File: config.mk
export PLATFORM = sky130hd
export DESIGN_NAME = reg_file_param_flat
export DESIGN_NICKNAME = d
export VERILOG_FILES = /design/src/rtl/reg_file_param_if.sv /design/src/rtl/reg_file_param.sv /design/src/flat_wrapper.sv
export SDC_FILE = /design/constraint.sdc
export NUM_CORES = 1
export LEC_CHECK = 0
export BUFFER_PORTS_ARGS = -buffer_cell sky130_fd_sc_hd__buf_2
export CAP_MARGIN = 20
export CORE_ASPECT_RATIO = 1.2
export CORE_MARGIN = 2
export CORE_UTILIZATION = 48
export CTS_CLUSTER_SIZE = 14
export DETAILED_ROUTE_END_ITERATION = 10
export PLACE_DENSITY = 0.63
export SLEW_MARGIN = 20
export SYNTH_ARGS = -nofsm -noshare
export SYNTH_HDL_FRONTEND = slang
export SYNTH_SLANG_ARGS = --single-unit
File: constraint.sdc
create_clock -name CLK -period 4.4 [get_ports CLK]
set_input_delay 1.1 -clock CLK [delete_from_list [all_inputs] [get_ports CLK]]
set_output_delay 1.1 -clock CLK [all_outputs]
set_load 0.02 [all_outputs]
File: src/rtl/reg_file_param_if.sv
// Bus bundle for reg_file_param: read ports, write port and clear-engine status.
// The master side (decode/writeback) drives requests; the slave side is the register file.
interface reg_file_param_if #(
  parameter int DATA_W = 32,
  parameter int ADDR_W = 5,
  parameter int NUM_RD = 2
);
  logic [NUM_RD-1:0]        rd_en;
  logic [NUM_RD*ADDR_W-1:0] r_addr;
  logic [NUM_RD*DATA_W-1:0] rd_data;
  logic [NUM_RD-1:0]        rd_valid;
  logic                     reg_wr;
  logic [ADDR_W-1:0]        w_addr;
  logic [DATA_W-1:0]        write_data;
  logic                     busy;
  logic                     wr_drop;

  modport master (
    output rd_en, r_addr, reg_wr, w_addr, write_data,
    input  rd_data, rd_valid, busy, wr_drop
  );

  modport slave (
    input  rd_en, r_addr, reg_wr, w_addr, write_data,
    output rd_data, rd_valid, busy, wr_drop
  );
endinterface

File: src/rtl/reg_file_param.sv
// Parametrised register file: registered multi-port reads with write bypass and a
// sequential post-reset clear engine. Define REGFILE_ZERO_R0_EN to hardwire entry 0 to zero.
module reg_file_param #(
  parameter int DATA_W = 32,
  parameter int ADDR_W = 5,
  parameter int NUM_RD = 2
) (
  input logic             CLK,
  input logic             RESET,
  reg_file_param_if.slave bus
);
  localparam int DEPTH = 2 ** ADDR_W;

  typedef enum logic {CLEAR, READY} state_t;

  state_t                   r_state;
  logic [ADDR_W-1:0]        r_ptr;
  logic [DATA_W-1:0]        r_mem [DEPTH];
  logic [NUM_RD*DATA_W-1:0] r_rd_data;
  logic [NUM_RD-1:0]        r_rd_valid;
  logic                     r_busy;
  logic                     r_wr_drop;

  logic                     w_wr_eff;
  logic [ADDR_W-1:0]        w_raddr [NUM_RD];
  logic [NUM_RD*DATA_W-1:0] w_rd_next;

  // Next read data per port: disabled ports hold, enabled ports see a same-edge write first.
  always_comb begin
    w_wr_eff = bus.reg_wr && (r_state == READY);
`ifdef REGFILE_ZERO_R0_EN
    if (bus.w_addr == '0) w_wr_eff = 1'b0;
`endif
    w_rd_next = r_rd_data;
    for (int k = 0; k < NUM_RD; k++) begin
      w_raddr[k] = bus.r_addr[k*ADDR_W +: ADDR_W];
      if (bus.rd_en[k]) begin
        if (w_wr_eff && (bus.w_addr == w_raddr[k]))
          w_rd_next[k*DATA_W +: DATA_W] = bus.write_data;
        else
          w_rd_next[k*DATA_W +: DATA_W] = r_mem[w_raddr[k]];
`ifdef REGFILE_ZERO_R0_EN
        if (w_raddr[k] == '0) w_rd_next[k*DATA_W +: DATA_W] = '0;
`endif
      end
    end
  end

  always_ff @(posedge CLK) begin
    if (RESET) begin
      r_state    <= CLEAR;
      r_ptr      <= '0;
      r_busy     <= 1'b1;
      r_rd_data  <= '0;
      r_rd_valid <= '0;
      r_wr_drop  <= 1'b0;
    end else if (r_state == CLEAR) begin
      r_mem[r_ptr] <= '0;
      r_ptr        <= r_ptr + ADDR_W'(1);
      r_wr_drop    <= bus.reg_wr;
      r_rd_valid   <= '0;
      r_rd_data    <= '0;
      if (r_ptr == ADDR_W'(DEPTH - 1)) begin
        r_state <= READY;
        r_busy  <= 1'b0;
      end
    end else begin
      r_wr_drop  <= 1'b0;
      r_rd_valid <= bus.rd_en;
      r_rd_data  <= w_rd_next;
      if (w_wr_eff) r_mem[bus.w_addr] <= bus.write_data;
    end
  end

  assign bus.rd_data  = r_rd_data;
  assign bus.rd_valid = r_rd_valid;
  assign bus.busy     = r_busy;
  assign bus.wr_drop  = r_wr_drop;
endmodule
File: src/flat_wrapper.sv
// flat-port wrapper written by rule: the top's interface ports become plain ports
module reg_file_param_flat 
#(
  parameter int DATA_W = 32,
  parameter int ADDR_W = 5,
  parameter int NUM_RD = 2
)
  (CLK, RESET, bus_rd_en, bus_r_addr, bus_reg_wr, bus_w_addr, bus_write_data, bus_rd_data, bus_rd_valid, bus_busy, bus_wr_drop);
  reg_file_param_if #(.DATA_W(DATA_W), .ADDR_W(ADDR_W), .NUM_RD(NUM_RD)) bus_i ();
  input logic CLK;
  input logic RESET;
  input wire logic [$bits(bus_i.rd_en)-1:0] bus_rd_en;
  input wire logic [$bits(bus_i.r_addr)-1:0] bus_r_addr;
  input wire logic [$bits(bus_i.reg_wr)-1:0] bus_reg_wr;
  input wire logic [$bits(bus_i.w_addr)-1:0] bus_w_addr;
  input wire logic [$bits(bus_i.write_data)-1:0] bus_write_data;
  output wire logic [$bits(bus_i.rd_data)-1:0] bus_rd_data;
  output wire logic [$bits(bus_i.rd_valid)-1:0] bus_rd_valid;
  output wire logic [$bits(bus_i.busy)-1:0] bus_busy;
  output wire logic [$bits(bus_i.wr_drop)-1:0] bus_wr_drop;
  assign bus_i.rd_en = bus_rd_en;
  assign bus_i.r_addr = bus_r_addr;
  assign bus_i.reg_wr = bus_reg_wr;
  assign bus_i.w_addr = bus_w_addr;
  assign bus_i.write_data = bus_write_data;
  assign bus_rd_data = bus_i.rd_data;
  assign bus_rd_valid = bus_i.rd_valid;
  assign bus_busy = bus_i.busy;
  assign bus_wr_drop = bus_i.wr_drop;
  reg_file_param #(.DATA_W(DATA_W), .ADDR_W(ADDR_W), .NUM_RD(NUM_RD)) u_core (.CLK(CLK), .RESET(RESET), .bus(bus_i));
endmodule
==> results.md, run 1 <==
- Leak pwr: ~0.021 uW
- H-tree levels: 3
- Dpl cell area: 55270 sq um
- Setup slack, reg-to-reg: around 1.2 ns
- Ys flop type: edfxtp_1
- Core Util, Final: 0.5484
- Die area: around 110000 sq um
- Mapped cell area: 51850 sq um
- FMAX: between 300 and 400 MHz
- Worst VDD drop: around 340 uV
- Initial antenna violation count: 5
- EDFF count, synth: 1024
- Worst path max stage delay: approximately 0.80 ns
- # DRC: 0
- Post-route met1 wirelength: 65.84 mm
- Fillers: 8659
- RSZ-0062 raised after global routing: false
- WL met3: 12.62 mm
- Area growth, synth to finish: 13.71%
- Endpoint type of the worst setup path: flip-flop
- Number of synthesis warnings: 0
- Final setup margin: ~1.2 ns
- Gr ovfl total: 0
- Final net count: about 3.8k
- Relative slew slack: 0.2813
- Routability Congestion: roughly 0.85
- Vias in the first global route: 34.21k
- Total GRT Usage: 0.2952
- Final instance area: 58960 sq um
- Worst Tran Pin Value: between 1 and 1.5 ns
- Diodes inserted: 0
- Yosys cell types: 50
- Number of CTS-inserted buffers: ~110
- Post-Syn Nets: ~3.6k
- Dpl hpwl: approximately 99 mm
- Ranking of synthesized cells by area: edfxtp_1 (59%), mux2i_1 (16%), a22oi_1 (6.0%)
- ANT nets after route: 0
- CTS tree: done
- Count of final hold-check violations: 0
- Setup TNS: 0 ns
- Syn Inst Count: 3558
- Yosys reg bits: roughly 1.1k
- I/O pin cnt: between 100 and 150
- Seq/Total Area, Yosys: 0.6216
- WS Path Type: flip-flop to flip-flop
- FP Rows: ~130
- Core area: ~110000 sq um
- DR vias: about 34k
- Die H: roughly 360 um
- Largest net degree at the start of global routing: about 100
- Startpoint types: flip-flop
- Min-Delay Path Class: flip-flop to flip-flop
- Skew final: approximately 0.023 ns
- # setup viols final: 0
- Total power: roughly 23000 uW
- Clk Latency, worst-skew pair: ~0.7 ns
- Setup Fix Bufs, Post-CTS: 0
- First drt pass iteration count: 6
- Asr flop ratio synth: 0
- Initial DRC Count: 3913
- CTS Hold Buffers Added: 0
- DR WL met2: between 70 and 80 mm
- Root Buffer: clkbuf_16
- Critical-path cell list: and3b_2, mux2i_4, xnor2_4, nor3_4, buf_12, or3_1, a22o_1
- Wire length per cell: about 32 um
- Critical path peak fanout: between 40 and 50
- Top Layer Used: met5
- Outcome: complete, no violations
- Post-CTS sizing: 0
- Slew Limit Fails: 0
- Avg Vias per Cell: ~6.6
- Max Cap Viol: 0
- Final worst path period share: 0.7283
- Yosys top cell area share: 0.5930
- Routed Wire Length: about 170 mm
- Tmin final: about 3.2 ns
- CTS sink count: 1098
- Worst path required time: 5.00 ns
- Average size of a mapped cell: between 10 and 15 sq um
- Port bufs: 119
- Setup slack after placement: ~0.56 ns
- CP max-delay cell: xnor2_4
- Share of cells above drive strength 1: 0.1809
- Worst-path clk slew: about 0.060 ns
- Die Width: slightly above 300 um
- Area leader, netlist: edfxtp_1
- Pwr dens: 382.1 nW/um^2
- Max Root-Sink Buffers: 3
- WP data arrival: roughly 3.8 ns
- Effective utilization at floorplan: 0.4823
- Global-route wire length before repair: about 240 mm
==> flip-flops by register name (all words and copies together) (netlist names) <==
register / flops
u_core.bus.busy: 1
u_core.bus.wr_drop: 1
u_core.r_ptr: 5
u_core.bus.rd_data: 64
u_core.bus.rd_valid: 2
u_core.r_mem: 1024
u_core.r_state: 1
==> kinds of logic (layout without fill, tap and decap cells) <==
logic type,Yosys count,in the layout,share of synthesized area
AO/OA/AOI/OAI,668,668,0.09394
XOR/XNOR,9,9,0.001665
adder cells (fa/ha/maj),2,2,0.0004825
buffers and inverters,295,530,0.02679
flip-flops,1098,1098,0.6216
multiplexers,985,985,0.2127
AND/OR/NAND/NOR,501,501,0.04281
==> Yosys cell counts, types with 2 or more instances <==
cell / number
and3_1: 2
nor3_1: 41
nand2_1: 287
buf_2: 84
a21o_1: 2
clkbuf_1: 122
a22oi_1: 415
o22ai_1: 126
mux4_2: 88
a22o_1: 24
a21oi_1: 35
o31ai_1: 23
nand4b_1: 2
o211ai_1: 3
or2_2: 2
nor2b_1: 10
ha_1: 2
mux2i_1: 851
buf_4: 33
buf_1: 33
xor2_1: 7
a211oi_1: 2
nand3b_1: 5
nand2b_1: 12
and4b_1: 2
inv_1: 16
nand4_1: 2
nor4_1: 21
dfxtp_1: 74
buf_6: 7
edfxtp_1: 1024
nor2_1: 65
mux2_2: 45
nand3_1: 12
o31ai_2: 19
o21ai_0: 13
or3_1: 12
and2_1: 23
==> critical path: cells and delay by family, from the launching register on <==
family          cells  cell delay [ns]
simple gates        3             0.99
xor+xnor            1             0.80
flops               1             0.72
buf+inv             1             0.25
compound gates      1             0.19
mux                 1             0.15
==> per-layer routing <==
metal  global-route usage  vias to the layer above
met2               0.4907                     1671
met1               0.3871                    17770
met4               0.1347                        2
met5                    0                        -
li1                     -                    14480
met3              0.04046                      378
==> power breakdown <==
part           switching (uW)  internal (uW)  leakage (uW)
clock                    4020           5560       0.00182
combinational            1030            564        0.0105
sequential               34.0          11300       0.00854
==> cell usage in the layout (no fill, tap or decap), types with 35 or more instances in the layout <==
master,count
a21oi_1,35
a22oi_1,415
buf_12,48
buf_2,116
buf_4,137
clkbuf_16,114
dfxtp_1,74
edfxtp_1,1024
mux2_2,45
mux2i_1,851
mux4_2,88
nand2_1,283
nor2_4,36
nor3_1,41
o22ai_1,126
==> through the flow <==
stage | cells | hold WS, ns
finish | 5200 | 0.4544
global route | 5200 | 0.4848
CTS | 5200 | 0.4585
detailed placement | 4990 | 0.4439
global placement | 4989 | 0.4349
floorplan | 3558 | 0.5332
==> final timing paths <==
kind,from,end,cells after the start
setup / recovery,u_core.r_state,u_core.bus.rd_data[48],7
hold / removal,u_core.bus.busy,u_core.bus.busy,1
setup reg to reg,u_core.r_state,u_core.bus.rd_data[48],7
hold reg to reg,u_core.bus.busy,u_core.bus.busy,1
==> layout make-up <==
| cell class | instances | area (sq um) | area share |
|---|---|---|---|
| multi-input combinational | 2165 | 18590 | 0.3153 |
| clock buffer | 154 | 3143 | 0.05331 |
| inverter | 16 | 60.06 | 0.001019 |
| sequential | 1098 | 32230 | 0.5467 |
| timing repair buffer | 304 | 2628 | 0.04456 |
| tap | 1407 | 1760 | 0.02986 |
| clock inverter | 56 | 545.5 | 0.009252 |
No activity file was read; power rests on OpenSTA's default activity.
==> run 2, diff against run 1 <==
--- a/config.mk
+++ b/config.mk
@@ -12,7 +12,7 @@
 export CORE_UTILIZATION = 48
 export CTS_CLUSTER_SIZE = 14
 export DETAILED_ROUTE_END_ITERATION = 10
-export PLACE_DENSITY = 0.63
+export PLACE_DENSITY = 0.61
 export SLEW_MARGIN = 20
 export SYNTH_ARGS = -nofsm -noshare
 export SYNTH_HDL_FRONTEND = slang
==> constraint.sdc (replaced) <==
create_clock -name CLK -period 3.1 [get_ports CLK]
set_input_delay 0.775 -clock CLK [delete_from_list [all_inputs] [get_ports CLK]]
set_output_delay 0.775 -clock CLK [all_outputs]
set_load 0.02 [all_outputs]
==> run 2 against run 1 <==
  * Register-to-register slack worse by 1.0 ns
  * Clock power is 40% higher
  * Combinational power is 50% higher
  * Clock skew hardly changed
  * Fmax is 9.3% higher
  * Via count is 2.9% higher
  * Routed wire length is 6.3% higher
==> results.md, run 2 (same netlist as run 1, synthesis figures left out) <==
- Leak pwr: 0.02156 uW
- Max Root-Sink Buffers: 3
- Initial DRC Count: around 3.7k
- Hold Path Depth: 2
- Reg2reg start: u_core.r_state
- FMAX: 341.0 MHz
- Die Width: 304.0 um
- Port bufs: roughly 120
- Largest net degree at the start of global routing: between 60 and 70
- Top reg by flops: u_core.r_mem
- Count of final hold-check violations: 0
- Effective utilization at floorplan: 0.4823
- Startpoint types: flip-flop
- Root Buffer: clkbuf_16
- DR vias: 35.30k
- Skew final: around 0.023 ns
- FP Rows: 132
- Crit path from: u_core.r_state
- Initial antenna violation count: 7
- Pwr dens: roughly 530 nW/um^2
- R2R cell count: 7
- Vias in the first global route: ~36k
- CTS sink count: 1098
- Gr ovfl total: 0
- Most common cell after layout, fill and taps aside: edfxtp_1
- Outcome: complete, no violations
- Die H: between 300 and 400 um
- Slew Limit Fails: 0
- Worst-path clk slew: roughly 0.060 ns
- Worst path required time: approximately 3.7 ns
- Worst Tran Pin Value: roughly 0.91 ns
- Relative slew slack: 0.3899
- # DRC: 0
- # setup viols final: 0
- Share of cells above drive strength 1: 0.1995
- Worst r2r dst: u_core.bus.rd_data[1]
- Dpl hpwl: approximately 110 mm
- Clk Latency, worst-skew pair: about 0.72 ns
- Routed Wire Length: between 150 and 200 mm
- Critical path peak fanout: 20
- Worst VDD drop: 533.5 uV
- Total GRT Usage: 0.3145
- First drt pass iteration count: 6
- Number of CTS-inserted buffers: 109
- H-tree levels: 3
- RSZ-0062 raised after global routing: false
- WP data arrival: around 3.5 ns
- Max Cap Viol: 0
- Final net count: about 3.8k
- Min-Delay Path Class: primary input to flip-flop
- I/O pin cnt: 120
- WS Path Type: flip-flop to flip-flop
- CP Capture Point: u_core.bus.rd_data[1]
- Final worst path period share: 0.9459
- CTS tree: done
- Dpl cell area: roughly 57000 sq um
- Final instance area: 60560 sq um
- WHS: ~0.34 ns
- Routability Congestion: just under 0.9
- Wire length per cell: around 33 um
- ANT nets after route: 0
- Endpoint type of the worst setup path: flip-flop
- Most frequent cells in the layout: edfxtp_1 (1024), mux2i_1 (851), a22oi_1 (415)
- Core Util, Final: 0.5632
- Setup Fix Bufs, Post-CTS: 0
- Max reg flops: 1024
- Core area: around 110000 sq um
- Global-route wire length before repair: ~250 mm
- Post-CTS sizing: 0
- CTS Hold Buffers Added: 0
- Area growth, synth to finish: 16.79%
- Total power: around 32000 uW
- Tmin final: between 2 and 3 ns
- Die area: approximately 110000 sq um
- Avg Vias per Cell: around 6.7
- Setup slack, reg-to-reg: about 0.17 ns
[run 2: cell type report]
type,count,area (sq um)
multi-input combinational,2165,18570
antenna,1,2.502
inverter,16,60.06
clock buffer,133,2899
timing repair buffer,398,4327
tap,1407,1760
fill,8421,46960
clock inverter,69,708.2
sequential,1098,32230
[run 2: layer usage]
layer	track usage	routed length, um	vias to the layer above
li1	-	-	14670
met1	0.3904	66290	18030
met2	0.5207	84510	2042
met3	0.05459	15150	551
met4	0.1840	10760	4
met5	0	27	-
[run 2: per-stage QoR]
stage | TNS, ns | std cells | worst slack (ns)
floorplan | -237.62 | 3558 | -0.2589
global placement | -2.164 | 5084 | -0.1199
detailed placement | -1.267 | 5084 | -0.09520
CTS | 0 | 5286 | 0.2701
global route | 0 | 5286 | 0.04286
finish | 0 | 5287 | 0.1677
[run 2: worst min path at each step]
stage / from / endpoint / slack [ns]
2_1_floorplan: u_core.bus.rd_data[0] / u_core.bus.rd_data[0] / 0.53
3_3_place_gp: u_core.bus.busy / u_core.bus.busy / 0.43
3_5_place_dp: u_core.bus.rd_data[13] / u_core.bus.rd_data[13] / 0.46
4_1_cts: RESET / u_core.r_state / 0.30
5_1_grt: RESET / u_core.r_state / 0.34
6_report: RESET / u_core.r_state / 0.34
[run 2: worst max-delay path, stage by stage, from the launching register on]
cell,delay (ns)
dfxtp_1,0.57
and3b_2,0.34
mux2_2,0.35
a211oi_1,0.46
nand3_2,0.50
buf_12,0.35
nor2_1,0.12
o31ai_1,0.08
[run 2: power by group]
part	internal [uW]	switching, uW	leakage (uW)	total [uW]
combinational	901	1480	0.0112	2380
sequential	16100	52.4	0.00854	16100
clock	7720	5690	0.00177	13400
total	24700	7230	0.0216	31900
